File: src/rtl/pipe_hazard_ctrl.sv
// Central stall/flush controller for the 5-stage pipeline.
// Resolves memory waits, multicycle EX ops, taken branches and load-use
// hazards, in that priority, and drives PC / stage register enables and
// bubble-insert flushes. Also counts stall cycles (saturating).
module pipe_hazard_ctrl #(
    parameter int MUL_CYCLES = 4
) (
    input  logic        clk,
    input  logic        rst,
    input  logic [4:0]  id_r1,
    input  logic [4:0]  id_r2,
    input  logic        id_uses_r2,
    input  logic [4:0]  ex_rd,
    input  logic        ex_is_load,
    input  logic        ex_is_mul,
    input  logic        ex_branch_taken,
    input  logic        mem_req,
    input  logic        mem_ack,
    output logic        pc_en,
    output logic        s1_en,
    output logic        s2_en,
    output logic        s3_en,
    output logic        s4_en,
    output logic        s1_flush,
    output logic        s2_flush,
    output logic        s3_flush,
    output logic        busy,
    output logic [15:0] stall_count
);

    typedef enum logic [1:0] {RUN, MEM_WAIT, MUL_WAIT} state_t;

    // A single-cycle multiplier never needs to freeze the front end.
    localparam bit         MUL_STALL = (MUL_CYCLES >= 2);
    localparam logic [3:0] MUL_INIT  = 4'(MUL_STALL ? MUL_CYCLES - 2 : 0);

    state_t     state, state_nxt;
    logic [3:0] cnt, cnt_nxt;
    logic       lu;
    logic       run_eval;
    logic       mem_block;

    // Load-use: the loaded value is not available until after MEM.
    assign lu = ex_is_load && (ex_rd != 5'd0) &&
                ((ex_rd == id_r1) || (id_uses_r2 && (ex_rd == id_r2)));

    assign busy = (state != RUN);

    // Next-state and enable/flush decode; reset forces every enable low.
    always_comb begin
        pc_en     = 1'b1;
        s1_en     = 1'b1;
        s2_en     = 1'b1;
        s3_en     = 1'b1;
        s4_en     = 1'b1;
        s1_flush  = 1'b0;
        s2_flush  = 1'b0;
        s3_flush  = 1'b0;
        state_nxt = state;
        cnt_nxt   = cnt;
        run_eval  = 1'b0;
        mem_block = 1'b0;

        case (state)
            RUN: begin
                run_eval  = 1'b1;
                mem_block = mem_req && !mem_ack;
            end
            MEM_WAIT: begin
                if (!mem_ack) begin
                    {pc_en, s1_en, s2_en, s3_en, s4_en} = 5'b00000;
                end else begin
                    // Ack cycle behaves like RUN with the memory satisfied.
                    run_eval = 1'b1;
                end
            end
            MUL_WAIT: begin
                if (cnt != 4'd0) begin
                    {pc_en, s1_en, s2_en} = 3'b000;
                    s3_flush = 1'b1;
                    cnt_nxt  = cnt - 4'd1;
                end else begin
                    state_nxt = RUN;
                end
            end
            default: state_nxt = RUN;
        endcase

        if (run_eval) begin
            state_nxt = RUN;
            if (mem_block) begin
                {pc_en, s1_en, s2_en, s3_en, s4_en} = 5'b00000;
                state_nxt = MEM_WAIT;
            end else if (ex_is_mul && MUL_STALL) begin
                {pc_en, s1_en, s2_en} = 3'b000;
                s3_flush  = 1'b1;
                cnt_nxt   = MUL_INIT;
                state_nxt = MUL_WAIT;
            end else if (ex_branch_taken) begin
                s1_flush = 1'b1;
                s2_flush = 1'b1;
            end else if (lu) begin
                {pc_en, s1_en} = 2'b00;
                s2_flush = 1'b1;
            end
        end

        if (rst) begin
            {pc_en, s1_en, s2_en, s3_en, s4_en} = 5'b00000;
            {s1_flush, s2_flush, s3_flush}      = 3'b000;
        end
    end

    // FSM state and multicycle countdown.
    always_ff @(posedge clk or posedge rst) begin
        if (rst) begin
            state <= RUN;
            cnt   <= 4'd0;
        end else begin
            state <= state_nxt;
            cnt   <= cnt_nxt;
        end
    end

    // Saturating count of cycles in which the PC did not advance.
    always_ff @(posedge clk or posedge rst) begin
        if (rst) begin
            stall_count <= 16'd0;
        end else if (!pc_en && (stall_count != 16'hFFFF)) begin
            stall_count <= stall_count + 16'd1;
        end
    end

endmodule

File: config.mk
export PLATFORM = sky130hd
export DESIGN_NAME = pipe_hazard_ctrl
export DESIGN_NICKNAME = d
export VERILOG_FILES = /design/src/rtl/pipe_hazard_ctrl.sv
export SDC_FILE = /design/constraint.sdc
export NUM_CORES = 1
export LEC_CHECK = 0
export ABC_AREA = 1
export ABC_CLOCK_PERIOD_IN_PS = 3400
export BUFFER_PORTS_ARGS = -buffer_cell sky130_fd_sc_hd__buf_2
export CAP_MARGIN = 25
export CELL_PAD_IN_SITES_DETAIL_PLACEMENT = 1
export CELL_PAD_IN_SITES_GLOBAL_PLACEMENT = 2
export CORE_MARGIN = 2
export CORE_UTILIZATION = 27
export CTS_CLUSTER_DIAMETER = 200
export DETAILED_ROUTE_END_ITERATION = 16
export GPL_ROUTABILITY_DRIVEN = 0
export GPL_TIMING_DRIVEN = 1
export HOLD_SLACK_MARGIN = 0.12
export PLACE_DENSITY = 0.77
export SYNTH_ARGS = -nofsm -noshare
export SYNTH_HDL_FRONTEND = slang
export SYNTH_SLANG_ARGS = --single-unit
export TNS_END_PERCENT = 100
File: constraint.sdc
create_clock -name clk -period 3.4 [get_ports clk]
set_clock_uncertainty 0.1 [all_clocks]
set_input_delay 1.02 -clock clk [delete_from_list [all_inputs] [get_ports clk]]
set_output_delay 1.02 -clock clk [all_outputs]
set_load 0.01 [all_outputs]
==> results of run 1 <==
==> cell type report <==
class / count / area, um^2 / area share (%)
tap: 75 / 93.8 / 4.59
timing repair buffer: 49 / 250 / 12.2
inverter: 40 / 154 / 7.52
sequential: 22 / 551 / 26.9
multi-input combinational: 182 / 942 / 46.1
clock buffer: 4 / 55.1 / 2.69
==> tightest hold or removal path, stage by stage, from the launching register on <==
cell and delay, ns:
dfrtp_1 0.38, nand2_1 0.06, nand2_1 0.05
==> flip-flops by register name (all words and copies together), names as in the netlist <==
| name | flops |
|---|---|
| cnt | 4 |
| state | 2 |
| stall_count | 16 |
==> worst paths after layout <==
kind | from | cells past startpoint | end
max in group asynchronous | rst | 3 | stall_count[6]
setup / recovery | mem_ack | 8 | s3_flush
min in group asynchronous | rst | 3 | stall_count[14]
hold reg to reg | stall_count[15] | 2 | stall_count[15]
hold / removal | stall_count[15] | 2 | stall_count[15]
setup reg to reg | state[1] | 12 | stall_count[9]
==> layer usage <==
metal  track usage [%]  share of wire [%]  vias to the layer above  wire (um)
met3              2.29                3.0                        4        133
met2              22.2                 47                       23       2060
met5                 0                  0                        -          0
met1              17.7                 48                      770       2120
li1                  -                  -                      866          -
met4              4.62                1.4                        0         63
==> where the power goes <==
part	switching [uW]	total, uW	internal [uW]
clock	86.3	190	103
sequential	67.3	386	319
combinational	277	458	181
==> synth_stat cells, drive strengths merged, types with 5 or more instances <==
master | count | area share [%]
nor3 | 6 | 2.4
nor2 | 23 | 5.6
a21oi | 6 | 1.8
o21ai | 5 | 1.5
inv | 40 | 8.9
nand3 | 28 | 8.6
xnor2 | 6 | 3.1
ha | 5 | 3.7
xor2 | 9 | 4.7
nand2 | 83 | 19
dfrtp | 22 | 33
buf | 5 | 2.3
==> through the flow <==
| stage | power, uW | setup slack [ns] | hold slack (ns) | instances |
|---|---|---|---|---|
| final | 1030 | 0.231 | 0.413 | 372 |
| after global routing | 1140 | 0.0842 | 0.483 | 372 |
| after CTS | 1060 | 0.207 | 0.423 | 372 |
| after detailed placement | 864 | 0.212 | 0.400 | 368 |
| after global placement | 853 | 0.306 | 0.388 | 368 |
| after floorplan | 715 | 0.149 | 0.404 | 250 |
==> cells by family (layout without fill, tap and decap cells) <==
group | Yosys count | after routing | share of synthesized area (%)
AO/OA/AOI/OAI | 13 | 13 | 4.16
XOR/XNOR | 15 | 15 | 7.80
AND/OR/NAND/NOR | 149 | 149 | 40.2
buffers and inverters | 46 | 93 | 11.4
flip-flops | 22 | 22 | 32.7
adder cells (fa/ha/maj) | 5 | 5 | 3.71
==> qor.csv, run 1 <==
metric;value;unit
share of flip-flops with an asynchronous set or reset;100;%
HP Class;register to register;
Worst-path clk slew;0.08;ns
Rows;28;
r2r setup slk;1.33;ns
die height;83.0;um
die area;0.00689;mm^2
leakage power;0.00116;uW
nets@finish;326;
Yosys reg bits;22;
die width;83.0;um
WL per Instance;11.8;um
synthesized area per cell;6.74;um^2
Buf/Inv on CP;4;
commonest non-fill, non-tap cells in the layout;nand2_1, buf_2, inv_1, nand3_1;
core area;0.00599;mm^2
Setup Total Neg Slack;0;ns
final wirelength;4.38;mm
hold buffers post-CTS;0;
initial cell density of the core;28.1;%
final core occ;34.1;%
detailed placement HPWL;3.54;mm
cell-by-cell trace of the critical path;buf_2, nand2_1, nand2_1, inv_1, nor3_1, inv_1, a21oi_1, buf_2;
Critical-path top delay cell;nor3_1;
Final Hold Viols;0;
Max Cap Violations;0;
post-synthesis cell area;0.00169;mm^2
I/O pin cnt;48;
clock root cell;clkbuf_8;
commonest non-fill, non-tap cell in the layout;nand2_1;
drt pass-1 iters;4;
later-pin clock latency in the skew report;0.27;ns
top_reg_cell synth;dfrtp_1;
Slew @ Worst Pin;0.354;ns
pins over their slew limit;0;
Final Critical Period;3.17;ns
Seq/Total Area, Yosys;32.7;%
IO buf count;47;
Clock Tree Buf Depth;2;
Crit path required time;2.28;ns
Final Setup Violations;0;
PwrDens;505;mW/mm^2
Mapped Nets;278;
clock sinks;22;
via count;1663;
grt total ovfl;0;
first-pass GRT wire length;7.89;mm
Max Fanout on Critical Path;5;
crit-path leading delay family;buffers and inverters;
synthesis-to-layout area growth;21.4;%
gate count of the mapped netlist;250;
vias in the first global route;1763;
max_slew headroom;76.3;%
Area after DPL;0.00199;mm^2
WP data arrival;2.05;ns
CP max stage delay;0.32;ns
crit end category;primary output;
GR Util All Layers;13.4;%
Critical Setup Path Class;input port to primary output;
CTS tree;done;
antenna-violating nets left;0;
H-tree lvl count;1;
status;complete, no violations;
largest net degree at the start of global routing;23;
initial antenna violation count;0;
Vias/cell;4.47;
Synth cell types;27;
final worst path period share;93.2;%
unrepaired setup endpoints after global routing;no;
layout cell share with drive strength beyond 1;22.6;%
Layout fillers;803;
Antenna Cells;0;
setup bufs post-CTS;0;
fmax;316;MHz
Remaining DRCs;0;
Startpoint Class;input port;
synth warn;0;
DR iter-0 viols;62;
total CTS buffers;3;
final instance area;0.00205;mm^2
number of synthesized flops with an enable pin;0;
worst vdd ir;224;uV
number of cells upsized or downsized after cts;0;
Power figures use the tool's default switching activity.
==> run 2, diff against run 1 <==
Settings changed: ABC_AREA 1 to 0, ABC_CLOCK_PERIOD_IN_PS 3400 to 4080, CORE_UTILIZATION 27 to 31, PLACE_DENSITY 0.77 to 0.83.
Clock period 3.4 ns to 4.08 ns, I/O delays scaled along.
==> run 2 against run 1 <==
  * Area after synthesis shrank 18%
  * Final cell count shrank 34%
  * Power shrank 6.0%
  * Via count shrank 25%
  * Sequential power is essentially flat
  * Largest power group is now sequential cells
  * Clock power grew 8%
  * Clock-buffer cell count shrank 1
  * Global-route usage grew 2.3 points
  * Register-to-register slack gained 0.24 ns
==> qor.csv, run 2 <==
metric;value;unit;change
crit-path most repeated cell;buf_2;;
number of synthesized flops with an enable pin;0;;unchanged
DR iter-0 viols;26;;-58%
I/O pin cnt;48;;unchanged
most common cell in the netlist;dfrtp_1;;
Seq/Total Area, Yosys;39.9;%;+7.2 points
Remaining DRCs;0;;unchanged
final wirelength;3.75;mm;-14%
WHS Path Cells;2;;unchanged
top_reg_cell synth;dfrtp_1;;
synthesis-to-layout area growth;26.8;%;
leakage power;0.000829;uW;-29%
CP max stage delay;0.49;ns;+0.17 ns
r2r setup slk;1.57;ns;+0.24 ns
IO buf count;47;;unchanged
WHS;0.421;ns;+0.00789 ns
worst r2r path cells;7;;-5
worst flop-to-flop path endpoint;stall_count[13];;
Critical Setup Path Class;input port to primary output;;
pins over their slew limit;0;;unchanged
first-pass GRT wire length;6.34;mm;-20%
Yosys reg bits;22;;unchanged
Max Fanout on Critical Path;3;;-2
PwrDens;555;mW/mm^2;+9.9%
fmax;252;MHz;
Most flops, register;stall_count;;
sequential cell area;551;um^2;unchanged
Startpoint Class;input port;;
most area-hungry cell type in the Yosys netlist;dfrtp_1;;
Antenna Cells;0;;unchanged
Crit path required time;2.76;ns;+0.48 ns
commonest non-fill, non-tap cells in the layout;buf_2, dfrtp_1, xor2_1, inv_1;;
die height;70.7;um;-15%
Critical-path top delay cell;o41a_4;;
Slew @ Worst Pin;0.854;ns;+0.500 ns
CTS tree;done;;
post-synthesis cell area;0.00138;mm^2;-18%
GR Util All Layers;15.7;%;+2.3 points
die width;70.7;um;-15%
Synth top area share;39.9;%;+7.2 points
Largest register FFs;16;;unchanged
largest net degree at the start of global routing;23;;unchanged
initial cell density of the core;31.9;%;+3.8 points
most common library cells after synthesis;dfrtp_1, xor2_1, inv_1;;
total CTS buffers;3;;unchanged
Area after DPL;0.00166;mm^2;-16%
Worst-path clk slew;0.08;ns;about the same
clock sinks;22;;unchanged
Max Cap Violations;0;;unchanged
antenna-violating nets left;0;;unchanged
vias in the first global route;1336;;-24%
commonest non-fill, non-tap cell in the layout;buf_2;;
detailed placement HPWL;3.01;mm;-15%
drt pass-1 iters;2;;-2
HP Start;state[1];;
Rows;24;;-14%
Clock Tree Buf Depth;2;;unchanged
gate count of the mapped netlist;145;;-42%
Mapped Nets;173;;-38%
top cells by area, synth;dfrtp_1, xor2_1, ha_1;;
WP data arrival;2.64;ns;+0.59 ns
multi-input logic area;772;um^2;-18%
Crit Reg-Reg Startpoint;state[1];;
die area;0.00500;mm^2;-27%
worst vdd ir;287;uV;+28%
max_slew headroom;43.0;%;-33 points
Vias/cell;5.07;;+13%
H-tree lvl count;1;;unchanged
status;complete, no violations;;
top flop regs;stall_count x16, cnt x4, state x2;;
Final Critical Period;3.97;ns;
WL per Instance;15.2;um;+29%
Final Setup Violations;0;;unchanged
clock root cell;clkbuf_8;;
share of flip-flops with an asynchronous set or reset;100;%;unchanged
synth warn;0;;unchanged
later-pin clock latency in the skew report;0.27;ns;about the same
Synth cell types;36;;+33%
Setup Total Neg Slack;0;ns;unchanged
crit end category;primary output;;
HP Class;register to register;;
final instance area;0.00175;mm^2;-14%
cell-by-cell trace of the critical path;buf_2, xor2_1, nor4_2, a32oi_2, o41a_4, buf_2;;
unrepaired setup endpoints after global routing;no;;
core area;0.00432;mm^2;-28%
worst hold endpoint;state[1];;
final worst path period share;97.3;%;
nets@finish;223;;-32%
Layout fillers;527;;-34%
via count;1248;;-25%
Final Hold Viols;0;;unchanged
synthesized area per cell;9.52;um^2;+41%
grt total ovfl;0;;unchanged
initial antenna violation count;0;;unchanged
layout cell share with drive strength beyond 1;32.0;%;+9.4 points
-- run 2: power by group --
part           switching (uW)  internal [uW]
Clock                    75.0            131
Combinational             210            166
Sequential               94.4            295
-- run 2: logic make-up after synthesis --
kind of cell	Yosys count	share of synthesized area, %
and+or+nand+nor	59	24.2
xor gates and xnor gates	26	16.5
DFF	22	39.9
AOI/OAI and AO/OA	16	8.61
buffers and inverters	15	4.71
adders and majority gates	5	4.53
muxes	2	1.54
-- run 2: layer usage --
layer | global-route usage (%) | vias to the layer above | routed length (um)
met1 | 19.8 | 598 | 1620
li1 | - | 604 | -
met5 | 0 | - | 0
met4 | 5.66 | 0 | 52
met2 | 26.8 | 41 | 1830
met3 | 3.13 | 5 | 243
-- run 2: worst max path at each step --
stage	from	endpoint	slack, ns	cells after the start
floorplan	ex_rd[3]	s1_en	0.27	5
global placement	ex_rd[3]	s1_en	0.15	6
detailed placement	ex_rd[3]	s1_en	0.1	6
CTS	ex_rd[3]	s1_en	0.1	6
global route	ex_rd[3]	s1_en	0.04	6
finish	ex_rd[3]	s1_en	0.11	6
-- run 2: timing repair --
action	in CTS	in global routing
endpoints found under the setup margin	0	2
hold buffers	0	0
endpoints found under the hold margin	0	0
resized for setup	0	1
setup buffers	0	1
-- run 2: final cells by class --
type / count / area share (%)
clock buffer: 3 / 2.36
multi-input combinational: 108 / 44.1
sequential: 22 / 31.5
clock inverter: 1 / 1.72
tap: 52 / 3.72
inverter: 11 / 2.36
timing repair buffer: 49 / 14.3
-- run 2: stage by stage --
step | util [%] | instances | worst slack [ns] | total power [uW]
2_1_floorplan | - | 145 | 0.271 | 618
3_3_place_gp | 38.5 | 241 | 0.149 | 748
6_report | 40.5 | 246 | 0.111 | 972
3_5_place_dp | 38.5 | 241 | 0.0987 | 772
5_1_grt | 40.5 | 246 | 0.0407 | 1050
4_1_cts | 40.1 | 245 | 0.0963 | 984
-- run 2: worst max-delay path: cells and delay by family --
family	cells	cell delay [ns]
XOR/XNOR	1	0.18
buffers and inverters	2	0.27
AO/OA/AOI/OAI	2	0.65
AND/OR/NAND/NOR	1	0.31
==> run 3, diff against run 2 <==
Settings changed: ABC_CLOCK_PERIOD_IN_PS 4080 to 4700, PLACE_DENSITY 0.83 to 0.82.
Clock period 4.08 ns to 4.7 ns, I/O delays scaled along.
==> run 3 against run 2 <==
  * First-iteration DRC count grew 31%
  * Setup slack gained 0.15 ns
  * Critical path type unchanged
  * Largest power group unchanged
  * Highest routed layer unchanged
  * Largest cell class unchanged
  * Clock power shrank 13%
==> qor.csv, run 3 (synthesized netlist as in run 2, its figures left out) <==
metric;value;unit;change
total CTS buffers;3;;unchanged
max_slew headroom;41.7;%;-1.3 points
drt pass-1 iters;4;;+2
DR iter-0 viols;34;;+31%
WP data arrival;2.92;ns;+0.28 ns
Setup Total Neg Slack;0;ns;unchanged
Critical Setup Path Class;input port to primary output;;
I/O pin cnt;48;;unchanged
worst r2r path cells;7;;unchanged
crit end category;primary output;;
Vias/cell;5.04;;-0.72%
die height;70.7;um;unchanged
Final Hold Viols;0;;unchanged
layout cell share with drive strength beyond 1;30.7;%;-1.2 points
PwrDens;482;mW/mm^2;-13%
Max Cap Violations;0;;unchanged
Startpoint Class;input port;;
Largest register FFs;16;;unchanged
pins over their slew limit;0;;unchanged
CP max stage delay;0.55;ns;+0.06 ns
Max Fanout on Critical Path;8;;+5
clock sinks;22;;unchanged
cell-by-cell trace of the critical path;buf_2, xor2_1, nor4_2, a32oi_1, o41a_4, buf_2;;
Slew @ Worst Pin;0.874;ns;+0.0194 ns
commonest non-fill, non-tap cell in the layout;buf_2;;
Setup WS post-layout;0.265;ns;+0.154 ns
Final Setup Violations;0;;unchanged
number of cells upsized or downsized after cts;0;;unchanged
Antenna Cells;0;;unchanged
HP Class;register to register;;
nets@finish;221;;-0.90%
Remaining DRCs;0;;unchanged
crit-path leading delay family;compound AO/OA/AOI/OAI gates;;
leakage power;0.000816;uW;-1.6%
worst vdd ir;249;uV;-13%
initial antenna violation count;0;;unchanged
largest net degree at the start of global routing;23;;unchanged
Rows;24;;unchanged
via count;1229;;-1.5%
commonest non-fill, non-tap cells in the layout;buf_2, dfrtp_1, xor2_1, inv_1;;
setup bufs post-CTS;0;;unchanged
die area;0.00500;mm^2;unchanged
H-tree lvl count;1;;unchanged
Buf/Inv on CP;2;;unchanged
Crit path required time;3.19;ns;+0.43 ns
core area;0.00432;mm^2;unchanged
grt total ovfl;0;;unchanged
WHS;0.394;ns;-0.0272 ns
initial cell density of the core;31.9;%;unchanged
crit-path most repeated cell;buf_2;;
sequential cell area;551;um^2;unchanged
multi-input logic area;764;um^2;-0.97%
Critical-path top delay cell;o41a_4;;
status;complete, no violations;;
hold buffers post-CTS;0;;unchanged
WHS Path Cells;1;;-1
Clock Tree Buf Depth;2;;unchanged
detailed placement HPWL;2.83;mm;-6.1%
antenna-violating nets left;0;;unchanged
Setup Slack @ Placement;0.255;ns;+0.156 ns
synthesis-to-layout area growth;25.2;%;
unrepaired setup endpoints after global routing;no;;
CTS tree;done;;
clock root cell;clkbuf_8;;
final core occ;40.0;%;-0.52 points
vias in the first global route;1306;;-2.2%
fmax;225;MHz;
WL per Instance;14.4;um;-5.4%
Most flops, register;stall_count;;
Design Power;833;uW;-14%
final wirelength;3.51;mm;-6.2%
die width;70.7;um;unchanged
top flop regs;stall_count x16, cnt x4, state x2;;
Layout fillers;526;;-0.19%
GR Util All Layers;14.8;%;-0.97 points
IO buf count;47;;unchanged
Stages on worst setup path;6;;unchanged
final worst path period share;94.4;%;
first-pass GRT wire length;6.04;mm;-4.7%
Worst-path clk slew;0.09;ns;about the same
later-pin clock latency in the skew report;0.27;ns;about the same
Final Critical Period;4.43;ns;
-- run 3: cell types whose count changed in the layout (fill, tap and decap cells not counted) --
cell	delta
a32oi_1	+1
buf_4	-2
a32oi_2	-1
-- run 3: through the flow --
| stage | std cells | instance area, um^2 |
|---|---|---|
| after floorplan | 145 | 1380 |
| after global placement | 240 | 1660 |
| after detailed placement | 240 | 1660 |
| after CTS | 244 | 1730 |
| after global routing | 244 | 1730 |
| final | 244 | 1730 |
-- run 3: cell type report --
type                    count  share of cell area, %
clock buffers               3                   2.39
clock inverters             1                   1.74
inverters                  11                   2.39
multi-input cells         108                   44.2
flip-flops and latches     22                   31.9
well taps                  52                   3.77
repair buffers             47                   13.6
-- run 3: final timing paths --
path / start / endpoint / slack (ns)
max: ex_rd[3] / s1_en / 0.27
min: stall_count[14] / stall_count[14] / 0.39
max reg2reg: cnt[0] / stall_count[1] / 2.22
min reg2reg: stall_count[14] / stall_count[14] / 0.39
max in group asynchronous: rst / stall_count[9] / 2.70
min in group asynchronous: rst / stall_count[15] / 1.26
-- run 3: power breakdown --
group	switching (uW)	internal, uW
Clock	64.8	114
Sequential	81.5	256
Combinational	175	142
-- run 3: routing by layer --
metal  GRT usage [%]  routed length, um
met2            26.8               1730
met3            2.14                194
met4            5.66                 44
met5               0                  0
met1            17.6               1540
